## src/rtl/serial_adder.sv

```systemverilog
// Bit-serial adder: one full-adder cell plus a carry flip-flop, LSB first, start/busy/done handshake.
// Optional signed-overflow output enabled by defining SERIAL_ADDER_OVF_EN.
module serial_adder #(
    parameter int WIDTH = 8
) (
    input  logic             clk,
    input  logic             rst,
    input  logic             start,
    input  logic [WIDTH-1:0] a,
    input  logic [WIDTH-1:0] b,
    input  logic             cin,
    output logic [WIDTH-1:0] sum,
    output logic             cout,
    output logic             busy,
    output logic             done
`ifdef SERIAL_ADDER_OVF_EN
    ,
    output logic             ovf
`endif
);

    localparam int CW = $clog2(WIDTH + 1);
    localparam logic [CW-1:0] LAST = CW'(WIDTH - 1);

    typedef enum logic {
        IDLE,
        RUN
    } state_t;

    state_t           state;
    state_t           state_next;
    logic             load;
    logic             last;
    logic [WIDTH-1:0] a_sh;
    logic [WIDTH-1:0] b_sh;
    logic [WIDTH-1:0] res_sh;
    logic [WIDTH-1:0] res_next;
    logic             carry;
    logic             s;
    logic             c_next;
    logic [CW-1:0]    cnt;

    always_ff @(posedge clk) begin
        if (rst) state <= IDLE;
        else     state <= state_next;
    end

    always_comb begin
        state_next = state;
        load       = 1'b0;
        last       = 1'b0;
        case (state)
            IDLE: begin
                if (start) begin
                    load       = 1'b1;
                    state_next = RUN;
                end
            end
            RUN: begin
                if (cnt == LAST) begin
                    last       = 1'b1;
                    state_next = IDLE;
                end
            end
            default: state_next = IDLE;
        endcase
    end

    assign s        = a_sh[0] ^ b_sh[0] ^ carry;
    assign c_next   = (a_sh[0] & b_sh[0]) | (a_sh[0] & carry) | (b_sh[0] & carry);
    // Shifting the new bit in at the MSB leaves bit 0 in place after WIDTH steps.
    assign res_next = (res_sh >> 1) | (WIDTH'(s) << (WIDTH - 1));
    assign busy     = (state == RUN);

    always_ff @(posedge clk) begin
        if (rst) begin
            a_sh   <= '0;
            b_sh   <= '0;
            res_sh <= '0;
            carry  <= 1'b0;
            cnt    <= '0;
            sum    <= '0;
            cout   <= 1'b0;
            done   <= 1'b0;
`ifdef SERIAL_ADDER_OVF_EN
            ovf    <= 1'b0;
`endif
        end else begin
            done <= 1'b0;
            if (load) begin
                a_sh   <= a;
                b_sh   <= b;
                res_sh <= '0;
                carry  <= cin;
                cnt    <= '0;
            end else if (state == RUN) begin
                a_sh   <= a_sh >> 1;
                b_sh   <= b_sh >> 1;
                res_sh <= res_next;
                carry  <= c_next;
                cnt    <= cnt + 1'b1;
                if (last) begin
                    sum  <= res_next;
                    cout <= c_next;
                    done <= 1'b1;
`ifdef SERIAL_ADDER_OVF_EN
                    // carry still holds the carry into the MSB on this edge
                    ovf  <= carry ^ c_next;
`endif
                end
            end
        end
    end

endmodule

```

## config.mk

```make
export PLATFORM = sky130hd
export DESIGN_NAME = serial_adder
export DESIGN_NICKNAME = d
export VERILOG_FILES = /design/src/rtl/serial_adder.sv
export SDC_FILE = /design/constraint.sdc
export NUM_CORES = 1
export LEC_CHECK = 0
export CAP_MARGIN = 10
export CORE_UTILIZATION = 50
export CTS_CLUSTER_DIAMETER = 50
export CTS_CLUSTER_SIZE = 10
export DETAILED_ROUTE_END_ITERATION = 10
export PLACE_DENSITY_LB_ADDON = 0.3
export SLEW_MARGIN = 20
export SYNTH_ARGS = -nofsm -noshare
export SYNTH_HDL_FRONTEND = slang
export SYNTH_SLANG_ARGS = --single-unit
export TNS_END_PERCENT = 50
```

## constraint.sdc

```tcl
create_clock -name clk -period 1.4 [get_ports clk]
set_input_delay 0.21 -clock clk [delete_from_list [all_inputs] [get_ports clk]]
set_output_delay 0.21 -clock clk [all_outputs]
set_load 0.1 [all_outputs]
```

==> results of run 1 <==
-- cell families after synthesis --
kind of cell	after synthesis
simple gates	68
xor+xnor	3
fa+ha+maj	2
mux	25
flops	39
compound gates	25
buf+inv	13
-- sequential cells by signal, summed over array words and instances (netlist names) --
name,flops
busy,1
done,1
res_sh,7
b_sh,8
carry,1
sum,8
cnt,4
cout,1
a_sh,8
-- how the worst min path moves through the flow --
stage | depth (start not counted) | endpoint | slack (ns)
2_1_floorplan | 2 | cnt[1] | 0.40
3_3_place_gp | 2 | b_sh[2] | 0.44
3_5_place_dp | 2 | sum[0] | 0.45
4_1_cts | 2 | a_sh[0] | 0.46
5_1_grt | 2 | sum[0] | 0.49
6_report | 2 | a_sh[0] | 0.46
-- synthesized netlist by cell type (all sizes together) --
cell type	n
inv	1
a21oi	24
dfxtp	39
fa	1
ha	1
and4b	1
nand4	1
buf	11
clkbuf	1
nand4b	1
nor3	3
xnor2	1
mux2i	10
nor2	13
a21o	1
xor2	2
mux2	15
nand2	49
-- power groups by stage --
stage | clock network [W] | logic (W) | registers (W)
floorplan | 0 | 0.000163 | 0.00120
global placement | 0 | 0.000254 | 0.00119
detailed placement | 0 | 0.000264 | 0.00120
CTS | 0.000671 | 0.000264 | 0.00117
global route | 0.000719 | 0.000286 | 0.00118
finish | 0.000661 | 0.000262 | 0.00117
-- layer usage --
metal,global-route usage,routed length [microns]
met5,0,0
met4,0.116,54
met3,0.0505,123
met2,0.365,1610
met1,0.201,1220
-- cell type report --
cell class | instances | area (sq um)
fill | 263 | 916
multi-input combinational | 123 | 729
inverter | 1 | 3.75
sequential | 39 | 785
clock buffer | 8 | 68.8
tap | 44 | 55.1
timing repair buffer | 38 | 495
-- stage by stage --
stage	area, sq um	setup slack (ns)	TNS (ns)
floorplan	1610	0.0912	0
global placement	2060	-0.0532	-0.715
detailed placement	2060	-0.105	-1.29
CTS	2130	0.0467	0
global route	2140	0.0392	0
finish	2140	0.176	0
-- worst max-delay path, cell delays in order (launching register included) --
cell     delay (ns)
dfxtp_1        0.39
ha_1           0.20
and4b_2        0.35
nand2_1        0.09
a21oi_1        0.12
-- what timing repair did --
item,4_1_cts,5_1_grt
endpoints found under the setup margin,0,10
buffers inserted,0,1
gates resized for setup,0,1
==> metrics.csv, run 1 <==
metric;value;unit
clock latency on the worst-skew pair;0.35;ns
H-tree lvl count;2;
# rows;20;
routed wire length;3000;microns
Die H;58.6;microns
Clk network pwr share;0.316;
IO Pins;31;
placed cell count;244;
GPL Wtd Cong;0.715;
leakage;0.820;nW
mux cell area share after synthesis;0.168;
syn nets;197;
Worst R2R Setup Slack;0.18;ns
minimum clock period;1.22;ns
Slew Limit Headroom;0.868;
Internal;0.00159;W
Detail Route Antenna Nets;0;
Vias/cell;5.13;
reg2reg end;sum[7];
Post-route DRC;0;
first-pass GRT wire length;5070;microns
Max-Cap Viols;0;
PortBufs;30;
Crit Path Max Fanout;10;
endpoints failing setup;0;
FF-to-FF Start;cnt[0];
CTS tree;built;
total power;0.00209;W
Post-Syn Instances;175;
RSZ-0062 raised after global routing;false;
Synth Area in Simple Gates;0.170;
DP HPWL;2170;microns
Cell variety after synth;22;
clk slew on worst S/H paths;0.11;ns
Max Slew Vio Count;0;
Net Sw Frac;0.241;
Area growth syn-to-layout;33.3;%
post-synthesis compound-gate area fraction;0.0796;
R2R cell count;4;
YS warnings;0;
worst setup path start;cnt[0];
Yosys top cell area share;0.487;
post-synthesis sequential area ratio;0.487;
hold crit path type;reg2reg;
worst path required time;1.68;ns
DRT iter0 DRCs;27;
Fmax;817;MHz
P per Cell Area;980;nW/um^2
CP Capture Type;flip-flop;
commonest non-fill, non-tap cells in the layout;nand2_1, dfxtp_1, a21oi_1, clkdlybuf4s50_1, mux2_2;
n_diodes;0;
period utilization;0.875;
most common cell after layout, fill and taps aside;nand2_1;
Clock Skews;0.00640;ns
Fin Hold WS;0.465;ns
via count;1297;
Crit Path Class;reg2reg;
Post-Synth Adder-Cell Area;0.0203;
status;complete, no violations;
main combinational cell family by area after synthesis;simple AND/OR/NAND/NOR gates;
core area;3050;sq um
mapped cell area;1600;sq um
Nets;230;
number of global-route vias before repair;1234;
arrival time at the worst endpoint;1.51;ns
initial core utilization;0.525;
Worst-Margin Slew;0.198;ns
drt wl/cell;11.9;microns
cts hold-fix bufs;0;
Tot GR Track Use;0.198;
hold wc startpoint;a_sh[1];
gr ovfl total;0;
Max IR drop VDD;0.713;mV
final hold vios;0;
CP startpoint kind;flip-flop;
CP endpoint;sum[7];
Comb power frac;0.125;
Die W;58.6;microns
Synth Area in XOR/XNOR;0.0164;
Root Buffer Master;clkbuf_4;
Final Util;0.700;
Non-Filler Instances;253;
drt pass-1 iters;4;
area leader, netlist;dfxtp_1;
die area;3440;sq um
net switching power;0.000505;W
CTS Sinks;39;
cts bufs inserted;5;
largest net degree at the start of global routing;20;
Clock Tree Buf Depth;2;
synthesized flop and latch total;39;
initial antenna violation count;0;
top post-synthesis cells by area;dfxtp_1, nand2_1, mux2_2, a21oi_1, mux2i_1;
sequential share of power;0.559;
Avg Synthesized Cell Area;9.16;sq um
share of cells above drive strength 1;0.206;
Note: power is estimated with default switching activity, not from simulation.
==> run 2: changes to the inputs <==
--- a/config.mk
+++ b/config.mk
@@ -5,11 +5,12 @@
 export SDC_FILE = /design/constraint.sdc
 export NUM_CORES = 1
 export LEC_CHECK = 0
-export CAP_MARGIN = 10
+export ABC_AREA = 1
 export CORE_UTILIZATION = 50
 export CTS_CLUSTER_DIAMETER = 50
 export CTS_CLUSTER_SIZE = 10
 export DETAILED_ROUTE_END_ITERATION = 10
+export HOLD_SLACK_MARGIN = 0.12
 export PLACE_DENSITY_LB_ADDON = 0.3
 export SLEW_MARGIN = 20
 export SYNTH_ARGS = -nofsm -noshare
==> run 2 against run 1 <==
  * Final area increased by 2.9%
  * First-iteration DRC count increased by 130%
  * Via count increased by 12%
  * Core utilization increased by 1.4 points
  * Routed wire length increased by 0.67%
  * Sequential share of layout area decreased by 1.0 points
  * Clock-buffer cell count decreased by 3
  * Critical endpoint is now busy
  * Largest cell class unchanged
==> metrics.csv, run 2 <==
metric;value;unit
share of cells above drive strength 1;0.135;
endpoints failing setup;0;
Setup TNS;0;ns
RSZ-0062 raised after global routing;true;
most common cell after layout, fill and taps aside;nand2_1;
gr ovfl total;0;
core area;3080;sq um
Most used DFF post-synth;dfxtp_1;
commonest non-fill, non-tap cells in the layout;nand2_1, dfxtp_1, nand3_1, inv_1, clkdlybuf4s50_1;
cts bufs inserted;5;
die area;3490;sq um
WP buf/inv;2;
EDFF count, synth;0;
Detail Route Antenna Nets;0;
area leader, netlist;dfxtp_1;
hold crit path type;in2reg;
asr flop ratio synth;0;
DP HPWL;2150;microns
DRT iter0 DRCs;62;
Max Slew Vio Count;0;
drt wl/cell;9.98;microns
Worst-Margin Slew;0.469;ns
# rows;20;
Cell variety after synth;21;
clock latency on the worst-skew pair;0.35;ns
minimum clock period;1.37;ns
Crit Path Max Fanout;12;
via count;1458;
CP Capture Type;primary output;
Fmax;731;MHz
clk slew on worst S/H paths;0.11;ns
CP max stage delay;0.40;ns
YS warnings;0;
Post-synth top cells;nand2_1, dfxtp_1, nand3_1, inv_1, a21oi_1;
synthesized flop and latch total;39;
routed wire length;3020;microns
Post-Syn Instances;224;
Area growth syn-to-layout;35.1;%
Vias/cell;4.81;
period utilization;0.977;
CTS Sinks;39;
IO Pins;31;
CTS tree;built;
Yosys top cell area share;0.480;
worst path cell trace;buf_4, buf_12;
CP startpoint kind;flip-flop;
worst path required time;1.19;ns
Post-route DRC;0;
drt pass-1 iters;4;
mapped cell area;1630;sq um
number of global-route vias before repair;1352;
syn nets;246;
P per Cell Area;997;nW/um^2
fin area;2200;sq um
first-pass GRT wire length;5560;microns
H-tree lvl count;2;
initial core utilization;0.529;
top post-synthesis cells by area;dfxtp_1, nand2_1, nand3_1, inv_1, a21oi_1;
Crit Path Class;reg2out;
Nets;280;
n_diodes;0;
Root Buffer Master;clkbuf_4;
Clock Skews;0.0112;ns
final hold vios;0;
Avg Synthesized Cell Area;7.27;sq um
Max-Cap Viols;0;
Fin Hold WS;0.445;ns
initial antenna violation count;0;
Tot GR Track Use;0.212;
Clock Tree Buf Depth;2;
GPL Wtd Cong;0.729;
status;complete, no violations;
arrival time at the worst endpoint;1.16;ns
leakage;1.01;nW
Slowest cell on crit path;dfxtp_4;
Max IR drop VDD;0.746;mV
most numerous cell in the Yosys netlist;nand2_1;
largest net degree at the start of global routing;24;
post-synthesis sequential area ratio;0.480;
Die H;59.1;microns
Regs by FF count;a_sh x8, b_sh x8, sum x8;
family with the most delay on the worst path;buffers and inverters;
setup bufs post-CTS;0;
Placed Area;2110;sq um
Slew Limit Headroom;0.687;
PortBufs;30;
Die W;59.1;microns
## run 2: cell types whose count changed after synthesis, sizes merged, moves of 2 or more
| cell | delta |
|---|---|
| nand2 | +48 |
| xor2 | -2 |
| inv | +19 |
| nor2 | -6 |
| o21ai | +2 |
| mux2 | -15 |
| buf | -2 |
| mux2i | -10 |
| a21oi | -12 |
| nand3 | +30 |
## run 2: cells by family (layout without fill, tap and decap cells)
| logic type | count (synthesis) | after routing | share of synthesized area |
|---|---|---|---|
| AOI/OAI and AO/OA | 14 | 14 | 0.0453 |
| and+or+nand+nor | 138 | 138 | 0.365 |
| adders and majority gates | 2 | 2 | 0.0200 |
| DFF | 39 | 39 | 0.480 |
| buffers and inverters | 31 | 66 | 0.0899 |
## run 2: timing repair
item | 4_1_cts | 5_1_grt
setup endpoints to repair | 0 | 14
resized for setup | 0 | 2
hold buffers | 0 | 0
## run 2: through the flow
stage	total power, W	instances	utilization	setup slack (ns)
detailed placement	0.00145	295	0.686	-0.0544
CTS	0.00220	303	0.712	0.0350
finish	0.00219	303	0.714	0.0325
global placement	0.00145	295	0.686	-0.0330
global route	0.00230	303	0.714	-0.0206
floorplan	0.00135	224	-	0.192
## run 2: cell type report
class                      count  area (sq um)
clock buffer                   5          37.5
clock inverter                 3          43.8
fill                         257           880
inverter                      20          78.8
multi-input combinational    154           703
sequential                    39           785
tap                           44          55.1
timing repair buffer          38           495
## run 2: layer usage
layer	vias to the layer above	wire length, microns	track usage
met1	655	1440	0.260
met3	6	107	0.0742
li1	768	-	-
met4	0	40	0.0646
met2	29	1440	0.352
met5	-	0	0
## run 2: worst min-delay path, cell delays in order
cell             delay [ns]
clkdlybuf4s50_1        0.40
nand2_1                0.08
a21oi_1                0.06
## run 2: report_power, final
group          switching [W]  total (W)  internal (W)
clock network       0.000385   0.000760      0.000376
registers          0.0000220    0.00117       0.00114
logic               0.000138   0.000264      0.000126
total               0.000545    0.00219       0.00165
## run 2: final timing paths
check            end      start  slack [ns]  cells past startpoint
max             busy       busy        0.03                      2
min          a_sh[7]       a[7]        0.44                      3
max reg2reg   sum[7]     cnt[0]        0.16                      5
min reg2reg   sum[2]  res_sh[3]        0.46                      2
==> run 3: changes to the inputs <==
--- a/config.mk
+++ b/config.mk
@@ -5,13 +5,13 @@
 export SDC_FILE = /design/constraint.sdc
 export NUM_CORES = 1
 export LEC_CHECK = 0
-export ABC_AREA = 1
 export CORE_UTILIZATION = 50
 export CTS_CLUSTER_DIAMETER = 50
 export CTS_CLUSTER_SIZE = 10
 export DETAILED_ROUTE_END_ITERATION = 10
 export HOLD_SLACK_MARGIN = 0.12
 export PLACE_DENSITY_LB_ADDON = 0.3
+export SKIP_LAST_GASP = 1
 export SLEW_MARGIN = 20
 export SYNTH_ARGS = -nofsm -noshare
 export SYNTH_HDL_FRONTEND = slang
==> results of run 3 <==
No change in the layout: final DEF, timing and power equal those of run 1.
